==> config.mk <==
export PLATFORM = sky130hd
export DESIGN_NAME = carry_select_subtractor
export DESIGN_NICKNAME = d
export VERILOG_FILES = /design/src/rtl/carry_select_subtractor.sv
export SDC_FILE = /design/constraint.sdc
export NUM_CORES = 1
export LEC_CHECK = 0
export CORE_UTILIZATION = 56
export DETAILED_ROUTE_END_ITERATION = 10
export PLACE_DENSITY = 0.78
export RECOVER_POWER = 100
export SLEW_MARGIN = 0
export SYNTH_ARGS = -nofsm -noshare
export SYNTH_HDL_FRONTEND = slang
export SYNTH_SLANG_ARGS = --single-unit
==> constraint.sdc <==
create_clock -name clk -period 3.78 [get_ports clk]
set_clock_uncertainty 0.1 [all_clocks]
set_input_delay 0.378 -clock clk [delete_from_list [all_inputs] [get_ports clk]]
set_output_delay 0.378 -clock clk [all_outputs]
set_load 0.02 [all_outputs]
==> src/rtl/carry_select_subtractor.sv <==
// Pipelined carry-select subtractor: diff = a - b - bin, one block of BLOCK bits resolved per stage.
// Optional signed-overflow output enabled by defining CSS_OVERFLOW_EN.
module carry_select_subtractor #(
  parameter int WIDTH = 16,
  parameter int BLOCK = 4
) (
  input  logic             clk,
  input  logic             rst,
  input  logic             in_valid,
  output logic             in_ready,
  input  logic [WIDTH-1:0] a,
  input  logic [WIDTH-1:0] b,
  input  logic             bin,
  output logic             out_valid,
  input  logic             out_ready,
  output logic [WIDTH-1:0] diff,
  output logic             bout
`ifdef CSS_OVERFLOW_EN
  ,
  output logic             ovf
`endif
);

  localparam int STAGES = WIDTH / BLOCK;

  // Handshake: a transfer happens on a rising edge where valid & ready are both 1;
  // the whole pipe advances together when the output slot is empty or being taken.
  logic adv;

  logic             valid_q [STAGES];
  logic             valid_d [STAGES];
  logic [WIDTH-1:0] diff_q  [STAGES];
  logic [WIDTH-1:0] diff_d  [STAGES];
  logic [WIDTH-1:0] a_q     [STAGES];
  logic [WIDTH-1:0] a_d     [STAGES];
  logic [WIDTH-1:0] b_q     [STAGES];
  logic [WIDTH-1:0] b_d     [STAGES];
  logic             carry_q [STAGES];
  logic             carry_d [STAGES];

  logic             src_valid [STAGES];
  logic [WIDTH-1:0] src_diff  [STAGES];
  logic [WIDTH-1:0] src_a     [STAGES];
  logic [WIDTH-1:0] src_b     [STAGES];
  logic             src_carry [STAGES];
  logic [BLOCK:0]   blk_sum   [STAGES];

`ifdef CSS_OVERFLOW_EN
  logic sa_q  [STAGES];
  logic sa_d  [STAGES];
  logic sb_q  [STAGES];
  logic sb_d  [STAGES];
  logic src_sa [STAGES];
  logic src_sb [STAGES];
`endif

  // Both carry-in candidates are formed side by side; the registered carry only picks one.
  function automatic logic [BLOCK:0] block_sum(input logic [BLOCK-1:0] x,
                                               input logic [BLOCK-1:0] y_n,
                                               input logic             cin);
    logic [BLOCK:0] sum0;
    logic [BLOCK:0] sum1;
    sum0 = {1'b0, x} + {1'b0, y_n};
    sum1 = {1'b0, x} + {1'b0, y_n} + {{BLOCK{1'b0}}, 1'b1};
    return cin ? sum1 : sum0;
  endfunction

  assign adv       = ~out_valid | out_ready;
  assign in_ready  = adv;
  assign out_valid = valid_q[STAGES-1];
  assign diff      = diff_q[STAGES-1];
  assign bout      = ~carry_q[STAGES-1];

`ifdef CSS_OVERFLOW_EN
  assign ovf = (sa_q[STAGES-1] ^ sb_q[STAGES-1]) & (diff_q[STAGES-1][WIDTH-1] ^ sa_q[STAGES-1]);
`endif

  // Stage 0 is fed from the ports; every later stage from its predecessor's registers.
  always_comb begin
    src_valid[0] = in_valid;
    src_diff[0]  = '0;
    src_a[0]     = a;
    src_b[0]     = b;
    src_carry[0] = ~bin;
`ifdef CSS_OVERFLOW_EN
    src_sa[0]    = a[WIDTH-1];
    src_sb[0]    = b[WIDTH-1];
`endif
    for (int k = 1; k < STAGES; k++) begin
      src_valid[k] = valid_q[k-1];
      src_diff[k]  = diff_q[k-1];
      src_a[k]     = a_q[k-1];
      src_b[k]     = b_q[k-1];
      src_carry[k] = carry_q[k-1];
`ifdef CSS_OVERFLOW_EN
      src_sa[k]    = sa_q[k-1];
      src_sb[k]    = sb_q[k-1];
`endif
    end
  end

  always_comb begin
    for (int k = 0; k < STAGES; k++) begin
      blk_sum[k] = block_sum(src_a[k][k*BLOCK +: BLOCK], ~src_b[k][k*BLOCK +: BLOCK], src_carry[k]);
    end
  end

  // Data only loads behind a valid token, so bubbles never disturb diff/bout.
  always_comb begin
    for (int k = 0; k < STAGES; k++) begin
      valid_d[k] = valid_q[k];
      diff_d[k]  = diff_q[k];
      a_d[k]     = a_q[k];
      b_d[k]     = b_q[k];
      carry_d[k] = carry_q[k];
`ifdef CSS_OVERFLOW_EN
      sa_d[k]    = sa_q[k];
      sb_d[k]    = sb_q[k];
`endif
      if (adv) begin
        valid_d[k] = src_valid[k];
        if (src_valid[k]) begin
          a_d[k]                      = src_a[k];
          b_d[k]                      = src_b[k];
          diff_d[k]                   = src_diff[k];
          diff_d[k][k*BLOCK +: BLOCK] = blk_sum[k][BLOCK-1:0];
          carry_d[k]                  = blk_sum[k][BLOCK];
`ifdef CSS_OVERFLOW_EN
          sa_d[k]                     = src_sa[k];
          sb_d[k]                     = src_sb[k];
`endif
        end
      end
    end
  end

  // Carry resets to 1 so that bout (its inverse) reads 0 out of reset.
  always_ff @(posedge clk or posedge rst) begin
    if (rst) begin
      for (int k = 0; k < STAGES; k++) begin
        valid_q[k] <= 1'b0;
        diff_q[k]  <= '0;
        a_q[k]     <= '0;
        b_q[k]     <= '0;
        carry_q[k] <= 1'b1;
`ifdef CSS_OVERFLOW_EN
        sa_q[k]    <= 1'b0;
        sb_q[k]    <= 1'b0;
`endif
      end
    end else begin
      for (int k = 0; k < STAGES; k++) begin
        valid_q[k] <= valid_d[k];
        diff_q[k]  <= diff_d[k];
        a_q[k]     <= a_d[k];
        b_q[k]     <= b_d[k];
        carry_q[k] <= carry_d[k];
`ifdef CSS_OVERFLOW_EN
        sa_q[k]    <= sa_d[k];
        sb_q[k]    <= sb_d[k];
`endif
      end
    end
  end

endmodule

# Word-level counts from Yosys, hierarchy flattened
# Index checks and enable logic that the tools add are counted.
totals:
  reg_bits: 144
  output_inout_bits: 19
  in_bits: 37
classes:
  n_bitwise: 7
  mux: 4
  n_reduce_logical: 4
  add_sub_neg: 8
ops:
  columns: ["operator", "count"]
  rows:
  - ["$add 4x4->5", 4]
  - ["$add 5x1->5 const B", 4]
  - ["$mux 5", 4]
  - ["$not 4->4", 4]
  - ["$reduce_and 2->1", 4]
  - ["$not 1->1", 2]
  - ["$or 1x1->1", 1]

# Longest topological paths before layout
# Gate-level depths: netlist of run 1.
logic_depth:
  depth_word: 4
  depth_mapped: 8
  depth_no_buf: 8

# Worst setup path after synthesis of run 1
# No wires, ideal clock.
synth_path:
  kind: "input -> register"
  startpoint: "in b[0]"
  endpoint: "reg carry_q[3] (netlist name)"
  arrival_ns: 2.056
  slack_ns: 1.533
  n_path_buf: 0
  cell_stages: 8
  setup_ns: 0.091
  cell_sequence: "inv_1 > ha_1 > fa_1 > ha_1 > inv_1 > or3_4 > o31a_1 > o31ai_1"
synth_between:
  elab_chain_len: 4
synth_rtl:
  columns: ["item", "line", "source"]
  rows:
  - ["start: declaration", "12", "input logic [WIDTH-1:0] b,"]
  - ["$not 4->4 *", "104", "blk_sum[k] = block_sum(src_a[k][k*BLOCK +: BLOCK], ~src_b[k][k*BLOCK +: BLOCK], src_carry[k]);"]
  - ["$add 4x4->5 *", "63, 64", null]
  - ["$add 5x1->5", "64", "sum1 = {1'b0, x} + {1'b0, y_n} + {{BLOCK{1'b0}}, 1'b1};"]
  - ["$mux 5 *", "65", "return cin ? sum1 : sum0;"]
  - ["end signal: indexed assignment", "157", "carry_q[k] <= carry_d[k];"]
  - ["end: declaration", "38", "logic carry_q [STAGES];"]
# Mark *: on every way between the ends. The rest lies on a longest branch, timed or not.
# A chain may end at the register's enable or synchronous reset.

# Final worst setup path of run 1
layout_path:
  startpoint: "in out_ready"
  endpoint: "reg b_q[41] (netlist name)"
layout_between:
  elab_chain_len: 2
layout_rtl:
  columns: ["item", "line", "source"]
  rows:
  - ["start: declaration", "15", "input logic out_ready,"]
  - ["$or 1x1->1", "68", "assign adv = ~out_valid | out_ready;"]
  - ["$reduce_and 2->1 (no line)", null, null]
  - ["end signal: indexed assignment", "156", "b_q[k] <= b_d[k];"]
  - ["end: declaration", "36", "logic [WIDTH-1:0] b_q [STAGES];"]
# Every way passes these cells.

==> results.toml, run 1 <==
[critical_path]
kind_of_critical_path = "in2reg"
critPathMaxFanout = 26
cp_data_arrival_time_ns = 3.14
setup.worst_path.start_class = "primary input"
crit_path_end_kind = "register"
required_ns = 3.93
worst_r2r_path_depth = 5

[power_and_ir_drop]
powerDensity_nw_per_um2 = 838.6
p_leak_nw = 2.413
irDropWorstVdd_mv = 0.3827

[synth]
synthCells = 378
mappedNetlistArea_sq_um = 4602
synth_net_count = 439
async_flop_share_pct = 100.0
synth.avg_cell_area_sq_um = 12.17
synth_warnings = 0
yosys_most_used_dff = "dfrtp_1"
netlist-cell-type-count = 33
synth-edff-count = 0
flip_flop_and_latch_count_after_synthesis = 96
share_of_synthesized_area_occupied_by_flip_flops_and_latches_pct = 52.31

[sta]
unrepaired_setup_endpoints_after_global_routing = "no"
max_slew_margin_pct = 11.25
tightest_slew_ns = 1.331
timing.final.crit_period_ns = 2.993
min_period_over_period_pct = 79.19
clock.fmax_ghz = 0.3341
fin_setup_tns_ns = 0
timing.final.max_slew_violations = 0
finalHoldViolCount = 0
setup_viol_count_final = 0

[clocking]
clkSinkCount = 96
path_clk_slew_ns = 0.10
cts-hold-fix-buffers = 0
clock_tree.root_cell = "clkbuf_8"
cts.repair_timing.setup_buffer_count = 0
cts_made_buffers = 9
htreeDepth = 3
cts_resized = 0
ctsLongestPathBuffers = 2
tritoncts = "done"
clock_insertion_delay_worst_skew_ns = 0.36

[grt]
met3_usage_pct = 3.859
globalRouteMet1Util_pct = 26.04
grt_pass1_wl_mm = 12.90
grt.busiest_layer = "met2"
grt_antenna_before_repair = 0
gr-usage-all-layers_pct = 19.31
grt_pass1_vias = 2859
overflow = 0
grt_max_degree = 78
gr-usage-met2_pct = 29.94

[floorplan]
placement_rows = 32
ioPinCount = 56
initial_utilization_pct = 58.64
die_w_microns = 92.65
fp.coreArea_sq_um = 7848
die_h_microns = 92.65
fp.dieArea_sq_um = 8584

[drt]
avgRoutedWirePerCell_microns = 13.97
drt_iter0_markers = 74
post_route_ant_nets = 0
routed_wl_mm = 7.335
drc_errors = 0
via_per_inst = 5.347
drt_pre_antenna_iters = 4
via_count = 2807

[run_status]
run_status = "completed"

[layout]
drive_above_1_share_pct = 22.22
nNetsFinal = 479
mostFrequentLayoutCells = "dfrtp_1, mux2_2, nand2_1"
post-route-cell-area_sq_um = 5284
area_delta_synth_final_pct = 14.82
number_of_antenna_diodes = 0
mostFrequentLayoutCell = "dfrtp_1"

[placed_design]
detailed_place.area_sq_um = 5121
place.port_buffers = 55
place.gp.congestion = 0.7882
hpwl_mm = 5.337

[min_path]
hold_class = "reg2reg"
min_delay_path_depth = 2

[run]
cap_viol_max_count = 0
[synth_stat cells (5+ instances only)]
master	n	share of area, %
dfrtp_1	92	50
buf_2	6	0.65
a21oi_1	12	1.3
o21ai_0	16	1.7
buf_4	18	2.9
inv_1	23	1.9
ha_1	20	5.4
a21o_1	9	1.5
clkbuf_1	5	0.41
mux2_2	72	18
nand3_1	14	1.5
nand2_1	33	2.7
[report_power, final]
part / total (mW) / internal (mW) / switching, mW
clock: 0.611 / 0.261 / 0.350
sequential: 1.75 / 1.50 / 0.257
combinational: 2.07 / 1.03 / 1.04
total: 4.43 / 2.79 / 1.64
[per-layer routing]
layer  vias up  part of all wire (%)  wire, microns
met3        18                   3.2            237
met1      1335                    50           3647
li1       1392                     -              -
met2        62                    45           3286
met4         0                   2.2            164
met5         -                     0              0
[registers in the layout, summed over array words and instances (netlist names)]
signal     count
a_q           24
src_valid      3
b_q           24
out_valid      1
carry_q        4
diff_q        24
diff          16
[metrics by stage]
| stage | std cells | util, % | setup slack, ns | hold slack [ns] | power [mW] |
|---|---|---|---|---|---|
| after floorplan | 378 | - | 0.8032 | 0.3460 | 3.425 |
| after global placement | 509 | 65.26 | 1.038 | 0.3615 | 3.759 |
| after detailed placement | 509 | 65.26 | 0.9597 | 0.3682 | 3.886 |
| after CTS | 525 | 67.54 | 1.324 | 0.3834 | 4.505 |
| after global routing | 525 | 67.33 | 0.6370 | 0.4158 | 4.789 |
| final | 525 | 67.33 | 0.7866 | 0.3788 | 4.431 |
[kinds of logic (layout without fill, tap and decap cells)]
logic type	Yosys count	in the layout	share of synthesized area, %
xor gates and xnor gates	8	8	1.522
and+or+nand+nor	71	71	7.667
buffers and inverters	53	98	5.954
muxes	76	76	18.49
DFF	96	96	52.31
AOI/OAI and AO/OA	50	50	6.879
adders and majority gates	24	24	7.178
[final cells by class]
class                      count  area [sq um]
tap                          102         127.6
inverter                      24         92.59
timing repair buffer          58         561.8
sequential                    96          2407
clock buffer                  11         141.4
fill                         610          2564
clock inverter                 5         37.54
multi-input combinational    229          1916
[path summary, 6_finish.rpt]
check | endpoint | slack, ns | from
worst max register to register | b_q[41]$_DFFE_PP0P_ | 0.99 | out_valid$_DFFE_PP0N_
worst max-delay path | b_q[41]$_DFFE_PP0P_ | 0.79 | out_ready
max in group asynchronous | diff[5]$_DFFE_PP0P_ | 2.00 | rst
worst min register to register | diff[13]$_DFFE_PP0P_ | 0.38 | diff[13]$_DFFE_PP0P_
worst min-delay path | diff[13]$_DFFE_PP0P_ | 0.38 | diff[13]$_DFFE_PP0P_
min in group asynchronous | diff[15]$_DFFE_PP0P_ | 0.59 | rst
[critical path: stages]
cell and delay, ns:
dlygate4sd3_1 0.53, nor2b_1 0.30, inv_1 0.23, nand2_1 0.25, clkbuf_1 1.00, mux2_2 0.43
Power figures use the tool's default switching activity.
==> run 2, diff against run 1 <==
- CORE_UTILIZATION: 56 -> 50
- PLACE_DENSITY: 0.78 -> 0.74
- clock period: 3.78 -> 2.6 ns (I/O delays scaled with it)
==> results.toml, run 2 (synthesized netlist as in run 1, its figures left out) <==
[drt]
drt_pre_antenna_iters = 7
via_per_inst = 5.220
avgRoutedWirePerCell_microns = 12.94
via_count = 2798
routed_wl_mm = 6.938
post_route_ant_nets = 0
drt_iter0_markers = 147
drc_errors = 7

[sta]
tightest_slew_ns = 1.239
unrepaired_setup_endpoints_after_global_routing = "no"
clock.fmax_ghz = 0.4304
max_slew_margin_pct = 17.37
setup_viol_count_final = 0
timing.final.max_slew_violations = 0
fin_worst_hold_slack_ns = 0.3818
finalHoldViolCount = 0
min_period_over_period_pct = 89.36
timing.final.crit_period_ns = 2.323

[power_and_ir_drop]
pwr-share-seq_pct = 38.4
powerDensity_nw_per_um2 = 1224
internal_power_mw = 4.235
p_leak_nw = 2.453
power_switching_mw = 2.348
power_frac_clock_pct = 16.4
comb_power_share_pct = 45.2
power.switching_fraction_pct = 35.66
totalPowerFinal_mw = 6.583
irDropWorstVdd_mv = 0.4659

[layout]
number_of_antenna_diodes = 0
drive_above_1_share_pct = 23.60
area_delta_synth_final_pct = 16.88
top_regs = "a_q: 24 flops, b_q: 24 flops, diff_q: 24 flops"
stdcell_count = 536
nNetsFinal = 484
post-route-util_pct = 61.08
mostFrequentLayoutCells = "dfrtp_1, mux2_2, clkdlybuf4s50_1"
mostFrequentLayoutCell = "dfrtp_1"

[placed_design]
place.port_buffers = 55
place.gp.congestion = 0.7826
hpwl_mm = 5.117
total_instance_count_after_detailed_placement = 520

[critical_path]
kind_of_critical_path = "in2reg"
setup.worst_path.start_class = "primary input"
critPathMaxFanout = 2
required_ns = 2.77
crit_path_end_kind = "register"
timing.critical_path.cells = "clkdlybuf4s50_1, inv_1, ha_1, fa_1, ha_1, inv_1, or3_4, clkbuf_4, nor4_1, o31ai_1"
cp_data_arrival_time_ns = 2.49
cp_slowest_stage_delay_ns = 0.52
worst_path_max_delay_cell = "fa_1"

[clocking]
clock_tree.root_cell = "clkbuf_8"
clock_insertion_delay_worst_skew_ns = 0.36
ctsLongestPathBuffers = 2
clkSinkCount = 96
cts.repair_timing.setup_buffer_count = 0
path_clk_slew_ns = 0.09
htreeDepth = 3
cts_resized = 0
tritoncts = "done"
cts_made_buffers = 9
cts-hold-fix-buffers = 0

[floorplan]
placement_rows = 34
ioPinCount = 56
initial_utilization_pct = 52.26
fp.dieArea_sq_um = 9591
die_w_microns = 97.94
die_h_microns = 97.94
fp.coreArea_sq_um = 8806

[run_status]
failed_checks = "DRC"
run_status = "finished with violations"

[run]
cap_viol_max_count = 0

[grt]
grt_max_degree = 97
grt_pass1_wl_mm = 12.10
gr-usage-all-layers_pct = 15.78
overflow = 0
grt_antenna_before_repair = 0
grt_pass1_vias = 2738

[min_path]
hold_class = "reg2reg"
[run 2: cell types whose count changed in the layout (fill, tap and decap cells not counted), sizes merged]
cell	previous run	this run
inv	26	25
clkdlybuf4s50	34	35
dlygate4sd3	21	20
clkinvlp	2	3
clkbuf	14	15
bufinv	0	2
buf	0	2
[run 2: path summary, 6_finish.rpt]
kind	start	end	slack, ns	depth (start not counted)
hold / removal	carry_q[0]$_DFFE_PP1P_	carry_q[0]$_DFFE_PP1P_	0.38	2
max in group asynchronous	rst	diff_q[20]$_DFFE_PP0P_	0.90	3
setup reg to reg	out_valid$_DFFE_PP0N_	diff_q[26]$_DFFE_PP0P_	0.40	5
setup / recovery	b[0]	carry_q[3]$_DFFE_PP1P_	0.28	10
hold reg to reg	carry_q[0]$_DFFE_PP1P_	carry_q[0]$_DFFE_PP1P_	0.38	2
min in group asynchronous	rst	a_q[62]$_DFFE_PP0P_	0.73	3
[run 2: per-stage QoR]
| step | setup WS [ns] | area [sq um] | TNS (ns) |
|---|---|---|---|
| global placement | 0.005066 | 5192 | 0 |
| global route | 0.1412 | 5379 | 0 |
| floorplan | 0.4714 | 4606 | 0 |
| detailed placement | -0.08147 | 5192 | -0.08147 |
| finish | 0.2766 | 5379 | 0 |
| CTS | 0.3077 | 5420 | 0 |
[run 2: power by group through the flow]
stage,logic (mW),clock network [mW],registers (mW)
floorplan,2.54,0,2.44
global placement,2.98,0,2.56
detailed placement,3.07,0,2.58
CTS,3.09,1.11,2.55
global route,3.35,1.17,2.62
finish,2.98,1.08,2.53
[run 2: cell type report]
cell class,count,area [sq um]
tap,108,135.1
sequential,96,2407
clock inverter,7,103.9
timing repair buffer,63,596.8
fill,704,3427
multi-input combinational,229,1918
clock buffer,9,123.9
inverter,24,93.84
[run 2: worst max-delay path, delay by kind of cell]
family          cells  cell delay, ns
simple gates        2            0.56
buf+inv             4            0.70
fa+ha+maj           3            0.87
compound gates      1            0.11
[run 2: layer usage]
metal,track usage [%],up-vias,wire length [microns]
li1,-,1399,-
met1,21.63,1328,3416
met2,24.43,59,3084
met3,2.505,12,282
met4,8.042,0,155
met5,0,-,0
==> run 3, diff against run 2 <==
- SLEW_MARGIN: 0 -> unset
==> results of run 3 <==
The final DEF is identical to that of run 2; final timing and power are the same.
